$ cat config.mk
export PLATFORM = sky130hd
export DESIGN_NAME = prio_enc_scan_flat
export DESIGN_NICKNAME = d
export VERILOG_FILES = /design/src/rtl/prio_enc_scan_if.sv /design/src/rtl/prio_enc_scan.sv /design/src/flat_wrapper.sv
export SDC_FILE = /design/constraint.sdc
export NUM_CORES = 1
export LEC_CHECK = 0
export CAP_MARGIN = 20
export CORE_MARGIN = 2
export CORE_UTILIZATION = 45
export DETAILED_ROUTE_END_ITERATION = 7
export DONT_BUFFER_PORTS = 1
export REMOVE_ABC_BUFFERS = 1
export SETUP_SLACK_MARGIN = 0.2
export SLEW_MARGIN = 20
export SYNTH_ARGS = -nofsm -noshare
export SYNTH_HDL_FRONTEND = slang
export SYNTH_SLANG_ARGS = --single-unit
$ cat constraint.sdc
create_clock -name clk_i -period 2.3 [get_ports clk_i]
set_input_delay 0.345 -clock clk_i [delete_from_list [all_inputs] [get_ports clk_i]]
set_output_delay 0.345 -clock clk_i [all_outputs]
set_load 0.01 [all_outputs]
$ cat src/rtl/prio_enc_scan_if.sv
// Bundles the encoder controls, request vector and display outputs of prio_enc_scan.
// The master modport drives requests; the slave modport is the encoder/display side.
interface prio_enc_scan_if #(
   parameter int N_IN   = 16,
   parameter int DIGITS = 2
);
   localparam int IDX_W = $clog2(N_IN);

   logic              en;
   logic              clr;
   logic [N_IN-1:0]   x;
   logic [IDX_W-1:0]  y;
   logic              valid;
   logic              changed;
   logic [6:0]        seg;
   logic [DIGITS-1:0] an;

   modport master (
      output en, clr, x,
      input  y, valid, changed, seg, an
   );

   modport slave (
      input  en, clr, x,
      output y, valid, changed, seg, an
   );
endinterface

$ cat src/rtl/prio_enc_scan.sv
// Registered N-input priority encoder driving a multiplexed common-anode 7-seg hex display.
// Define PRIO_ENC_STICKY_EN to hold the largest index seen since reset/clr (clr then becomes active).
module prio_enc_scan #(
   parameter int N_IN     = 16,
   parameter int DIGITS   = 2,
   parameter int SCAN_DIV = 1024
) (
   input  logic           clk_i,
   input  logic           rst_i,
   prio_enc_scan_if.slave bus
);
   localparam int IDX_W = $clog2(N_IN);
   localparam int CNT_W = $clog2(SCAN_DIV);
   localparam int DIG_W = (DIGITS > 1) ? $clog2(DIGITS) : 1;
   localparam int NIB_W = DIGITS * 4;

   logic [IDX_W-1:0] hi_idx;
   logic             req_any;
   logic [IDX_W-1:0] y_d, y_q;
   logic             valid_d, valid_q;
   logic             changed_q;

   // Ascending scan so the last hit (highest index) wins.
   always_comb begin
      hi_idx = '0;
      for (int i = 0; i < N_IN; i++) begin
         if (bus.x[i]) hi_idx = IDX_W'(i);
      end
   end

   assign req_any = |bus.x;

`ifdef PRIO_ENC_STICKY_EN
   // y_q doubles as the sticky max register.
   always_comb begin
      y_d     = y_q;
      valid_d = valid_q;
      if (bus.en) begin
         if (bus.clr) begin
            y_d     = '0;
            valid_d = 1'b0;
         end else if (req_any) begin
            valid_d = 1'b1;
            y_d     = (valid_q && (y_q > hi_idx)) ? y_q : hi_idx;
         end
      end
   end
`else
   logic unused_clr;
   assign unused_clr = bus.clr;

   always_comb begin
      y_d     = y_q;
      valid_d = 1'b0;
      if (bus.en) begin
         valid_d = req_any;
         y_d     = req_any ? hi_idx : '0;
      end
   end
`endif

   always_ff @(posedge clk_i) begin
      if (rst_i) begin
         y_q       <= '0;
         valid_q   <= 1'b0;
         changed_q <= 1'b0;
      end else begin
         y_q       <= y_d;
         valid_q   <= valid_d;
         changed_q <= ({valid_d, y_d} != {valid_q, y_q});
      end
   end

   logic [CNT_W-1:0] cnt_d, cnt_q;
   logic [DIG_W-1:0] dig_d, dig_q;
   logic             scan_on_q;

   always_comb begin
      cnt_d = cnt_q + CNT_W'(1);
      dig_d = dig_q;
      if (cnt_q == CNT_W'(SCAN_DIV - 1)) begin
         cnt_d = '0;
         dig_d = (dig_q == DIG_W'(DIGITS - 1)) ? '0 : dig_q + DIG_W'(1);
      end
   end

   // scan_on_q keeps all anodes off until the first edge after reset.
   always_ff @(posedge clk_i) begin
      if (rst_i) begin
         cnt_q     <= '0;
         dig_q     <= '0;
         scan_on_q <= 1'b0;
      end else begin
         cnt_q     <= cnt_d;
         dig_q     <= dig_d;
         scan_on_q <= 1'b1;
      end
   end

   logic [NIB_W-1:0] y_ext;
   logic [3:0]       nib;
   logic [6:0]       glyph;

   always_comb begin
      y_ext             = '0;
      y_ext[IDX_W-1:0]  = y_q;
      nib               = y_ext[{dig_q, 2'b00} +: 4];
      case (nib)
         4'h0:    glyph = 7'h40;
         4'h1:    glyph = 7'h79;
         4'h2:    glyph = 7'h24;
         4'h3:    glyph = 7'h30;
         4'h4:    glyph = 7'h19;
         4'h5:    glyph = 7'h12;
         4'h6:    glyph = 7'h02;
         4'h7:    glyph = 7'h78;
         4'h8:    glyph = 7'h00;
         4'h9:    glyph = 7'h10;
         4'hA:    glyph = 7'h08;
         4'hB:    glyph = 7'h03;
         4'hC:    glyph = 7'h46;
         4'hD:    glyph = 7'h21;
         4'hE:    glyph = 7'h06;
         default: glyph = 7'h0E;
      endcase
   end

   assign bus.y       = y_q;
   assign bus.valid   = valid_q;
   assign bus.changed = changed_q;
   assign bus.seg     = valid_q ? glyph : 7'h7F;
   assign bus.an      = scan_on_q ? ~(DIGITS'(1) << dig_q) : '1;
endmodule
$ cat src/flat_wrapper.sv
// flat-port wrapper written by rule: the top's interface ports become plain ports
module prio_enc_scan_flat 
#(
   parameter int N_IN     = 16,
   parameter int DIGITS   = 2,
   parameter int SCAN_DIV = 1024
)
  (clk_i, rst_i, bus_en, bus_clr, bus_x, bus_y, bus_valid, bus_changed, bus_seg, bus_an);
  prio_enc_scan_if #(.N_IN(N_IN), .DIGITS(DIGITS)) bus_i ();
  input  logic clk_i;
  input  logic rst_i;
  input wire logic [$bits(bus_i.en)-1:0] bus_en;
  input wire logic [$bits(bus_i.clr)-1:0] bus_clr;
  input wire logic [$bits(bus_i.x)-1:0] bus_x;
  output wire logic [$bits(bus_i.y)-1:0] bus_y;
  output wire logic [$bits(bus_i.valid)-1:0] bus_valid;
  output wire logic [$bits(bus_i.changed)-1:0] bus_changed;
  output wire logic [$bits(bus_i.seg)-1:0] bus_seg;
  output wire logic [$bits(bus_i.an)-1:0] bus_an;
  assign bus_i.en = bus_en;
  assign bus_i.clr = bus_clr;
  assign bus_i.x = bus_x;
  assign bus_y = bus_i.y;
  assign bus_valid = bus_i.valid;
  assign bus_changed = bus_i.changed;
  assign bus_seg = bus_i.seg;
  assign bus_an = bus_i.an;
  prio_enc_scan #(.N_IN(N_IN), .DIGITS(DIGITS), .SCAN_DIV(SCAN_DIV)) u_core (.clk_i(clk_i), .rst_i(rst_i), .bus(bus_i));
endmodule
==> out/summary.json <==
{
  "worst_setup_path": {
    "startpoint": "u_core.dig_q",
    "timing.critical_path.required_ps": 1960,
    "worst-path-max-fanout": 5,
    "worstReg2RegEnd": "u_core.cnt_q[4]",
    "worstPathArrival_ps": 1630,
    "worst_path_class_setup": "reg -> out",
    "endpoint_kind_of_the_worst_setup_timing_path": "primary output",
    "worst_setup_path_endpoint": "bus_seg[6]",
    "rr_startpoint": "u_core.cnt_q[3]",
    "regToRegSetupSlack_ps": 760,
    "startpoint_type": "register",
    "cell_depth_of_the_worst_flop_to_flop_path": 5
  },
  "timing": {
    "final.setup.tns_ps": 0,
    "clock-skew-final_ps": 6.49,
    "worst_slew_margin_rel": 0.674,
    "final.min_clock_period_ps": 1980,
    "layout_worst_path_cycle_share": 0.861,
    "fmax_ghz": 0.505,
    "hold_violations": 0,
    "setup_ws_ps": 320,
    "timing_max_transition_violations_final": 0,
    "worst_pin_slew_ps": 486,
    "finalSetupViolCount": 0,
    "rsz_0062_raised_after_global_routing": "no"
  },
  "finish": {
    "most_common_cell_after_layout_fill_and_taps_aside": "sky130_fd_sc_hd__nor2_1",
    "layout_common_cells": "sky130_fd_sc_hd__nor2_1 (39), sky130_fd_sc_hd__dfxtp_1 (14), sky130_fd_sc_hd__nand2_1 (12)",
    "area.sequential_um2": 370,
    "n_fill_cell": 279,
    "layout.cell_area.non_filler_mm2": 0.00136,
    "layout-area-overhead-vs-synth_pct": 8.91,
    "post_route_cells_drive_above_1_share": 0.142,
    "design.final.nets": 197,
    "diodes": 0,
    "multiInputGateArea_um2": 856
  },
  "drt": {
    "detail_route.drc_violations": 0,
    "first_pass_iters": 4,
    "dr_total_vias": 1144,
    "route.final.wire_length_um": 2680,
    "detail_route.iter0.violations": 78,
    "routed_wire_length_per_instance_um": 13.4,
    "ant_nets": 0,
    "route.detailed.vias_per_inst": 5.72
  },
  "floorplan": {
    "initial_standard_cell_utilization_of_the_core": 0.465,
    "num_rows": 19,
    "die_span_in_y_um": 56.7,
    "io-pin-count": 35,
    "die_area_mm2": 0.00322,
    "die_width_um": 56.7,
    "fp.coreArea_mm2": 0.00269
  },
  "placement": {
    "pre_cts_slack_ps": 274,
    "place_congestion": 0.915,
    "detailed_place.area_mm2": 0.00127,
    "io_buffers": 0,
    "dpl_hpwl_um": 2110
  },
  "global_routing": {
    "overflow": 0,
    "grt_pass1_wl_um": 4510,
    "grtUsageTotal": 0.176,
    "number_of_antenna_violations_at_the_first_check_in_global_routing": 0,
    "grt_max_degree": 15,
    "first_global_vias": 1059
  },
  "synthesis": {
    "post_synth_and_or_nand_nor_area_fraction": 0.317,
    "synth_cells": 168,
    "synth_top_family_by_area": "simple AND/OR/NAND/NOR gates",
    "seq_area_frac_synth": 0.288,
    "post_synth_mux_area_share": 0.0340,
    "synthesis.area_mm2": 0.00125,
    "post_synthesis_cell_type_count": 41,
    "yosysWarningCount": 0,
    "synth_compound_area_frac": 0.176,
    "synth-seq-cells": 18,
    "synth_adder_area_share": 0.0701,
    "yosys.area_share.xor_xnor": 0.0631,
    "avg_inst_size_synth_um2": 7.44
  },
  "clocking": {
    "clkTransAtPathRegs_ps": 110,
    "tritoncts": "yes",
    "cts_sinks": 18,
    "cts-root-buf": "sky130_fd_sc_hd__clkbuf_4",
    "cts-root-to-sink-buffers": 2,
    "cts_made_buffers": 3,
    "cts.htree.levels": 1,
    "cts_hold_repair.buffers": 0,
    "clock_latency_ps": 290
  },
  "status": {
    "status": "finished, final reports clean"
  },
  "pwr": {
    "vdd_ir_drop_max_mv": 0.267,
    "power.leakage_nw": 0.525,
    "pwr_density_cell_mw_per_mm2": 492
  },
  "min_path": {
    "hold_class": "in -> reg"
  },
  "run": {
    "maxCapViolations": 0
  }
}
per-stage QoR:
stage                     hold WS (ps)  utilization  std cells  total power, mW
after floorplan                    417            -        162            0.447
after CTS                         87.1        0.500        200            0.676
after global placement             420        0.473        194            0.470
after global routing              77.7        0.507        200            0.712
final                              101        0.507        200            0.670
after detailed placement           423        0.473        194            0.475
sequential cells by signal, summed over array words and instances, names as in the netlist:
register	cells
u_core.cnt_q	10
u_core.bus.y	4
u_core.bus.changed	1
u_core.bus.valid	1
u_core.dig_q	1
u_core.scan_on_q	1
cells by family (layout without fill, tap and decap cells):
kind of cell             after synthesis  count (layout)
XOR/XNOR                               9               9
AND/OR/NAND/NOR                       81              81
AO/OA/AOI/OAI                         33              33
adder cells (fa/ha/maj)                7               7
flip-flops                            18              18
buffers and inverters                 16              17
multiplexers                           4               4
cells in the mapped netlist, drive strengths merged:
cell | count | area share
a2111oi | 1 | 0.0070
a211o | 1 | 0.0070
a211oi | 1 | 0.0060
a21o | 1 | 0.0060
a21oi | 11 | 0.044
a22oi | 1 | 0.0060
a41oi | 1 | 0.0070
and2 | 2 | 0.010
and3 | 1 | 0.0050
buf | 3 | 0.012
clkbuf | 3 | 0.0090
clkinv | 1 | 0.0030
dfxtp | 18 | 0.29
ha | 7 | 0.070
inv | 9 | 0.027
mux2 | 2 | 0.018
mux2i | 2 | 0.016
nand2 | 12 | 0.036
nand2b | 5 | 0.025
nand3 | 7 | 0.028
nand3b | 2 | 0.012
nand4 | 2 | 0.010
nor2 | 39 | 0.12
nor2b | 3 | 0.015
nor3 | 3 | 0.012
nor4 | 4 | 0.042
o21ai | 8 | 0.032
o221ai | 2 | 0.014
o22ai | 1 | 0.0050
o311ai | 2 | 0.014
o31a | 2 | 0.015
o41ai | 1 | 0.013
or3 | 1 | 0.0050
xnor2 | 4 | 0.028
xor2 | 5 | 0.035
critical path, cell delays in order, from the launching register on:
cell and delay, ps:
sky130_fd_sc_hd__dfxtp_4 380, sky130_fd_sc_hd__nand2b_4 140, sky130_fd_sc_hd__inv_1 70, sky130_fd_sc_hd__ha_2 200, sky130_fd_sc_hd__nor2b_1 140, sky130_fd_sc_hd__a21o_1 170, sky130_fd_sc_hd__a21oi_1 120, sky130_fd_sc_hd__nand3b_1 140
power breakdown:
group / switching [mW] / total, mW / internal, mW
clock network: 0.0989 / 0.195 / 0.0963
registers: 0.0236 / 0.348 / 0.325
logic: 0.0725 / 0.126 / 0.0538
total: 0.195 / 0.670 / 0.475
repair_timing:
action,4_1_cts,5_1_grt
pin swaps,0,2
resized for setup,8,6
endpoints found under the setup margin,7,5
setup buffers,2,0
layout make-up:
| type | count | area share |
|---|---|---|
| Tap cell | 31 | 0.0285 |
| Clock buffer | 4 | 0.0267 |
| Timing Repair Buffer | 3 | 0.0165 |
| Inverter | 10 | 0.0276 |
| Sequential cell | 18 | 0.272 |
| Multi-Input combinational cell | 134 | 0.629 |
metal layers:
metal  vias up  global-route usage  wire, µm
li1        581                   -         -
met4         0              0.0714        18
met3         2              0.0276       138
met1       529               0.220      1250
met2        32               0.297      1280
met5         -                   0         0
how the worst min path moves through the flow:
stage | start | end | slack, ps | cells past startpoint
final | rst_i | u_core.bus.y[1] | 100 | 1
after detailed placement | rst_i | u_core.bus.y[0] | 420 | 1
after global routing | rst_i | u_core.bus.y[1] | 80 | 1
after CTS | rst_i | u_core.bus.y[0] | 90 | 1
after global placement | rst_i | u_core.cnt_q[2] | 420 | 1
after floorplan | rst_i | u_core.scan_on_q | 420 | 1
Note: power is estimated with default switching activity, not from simulation.
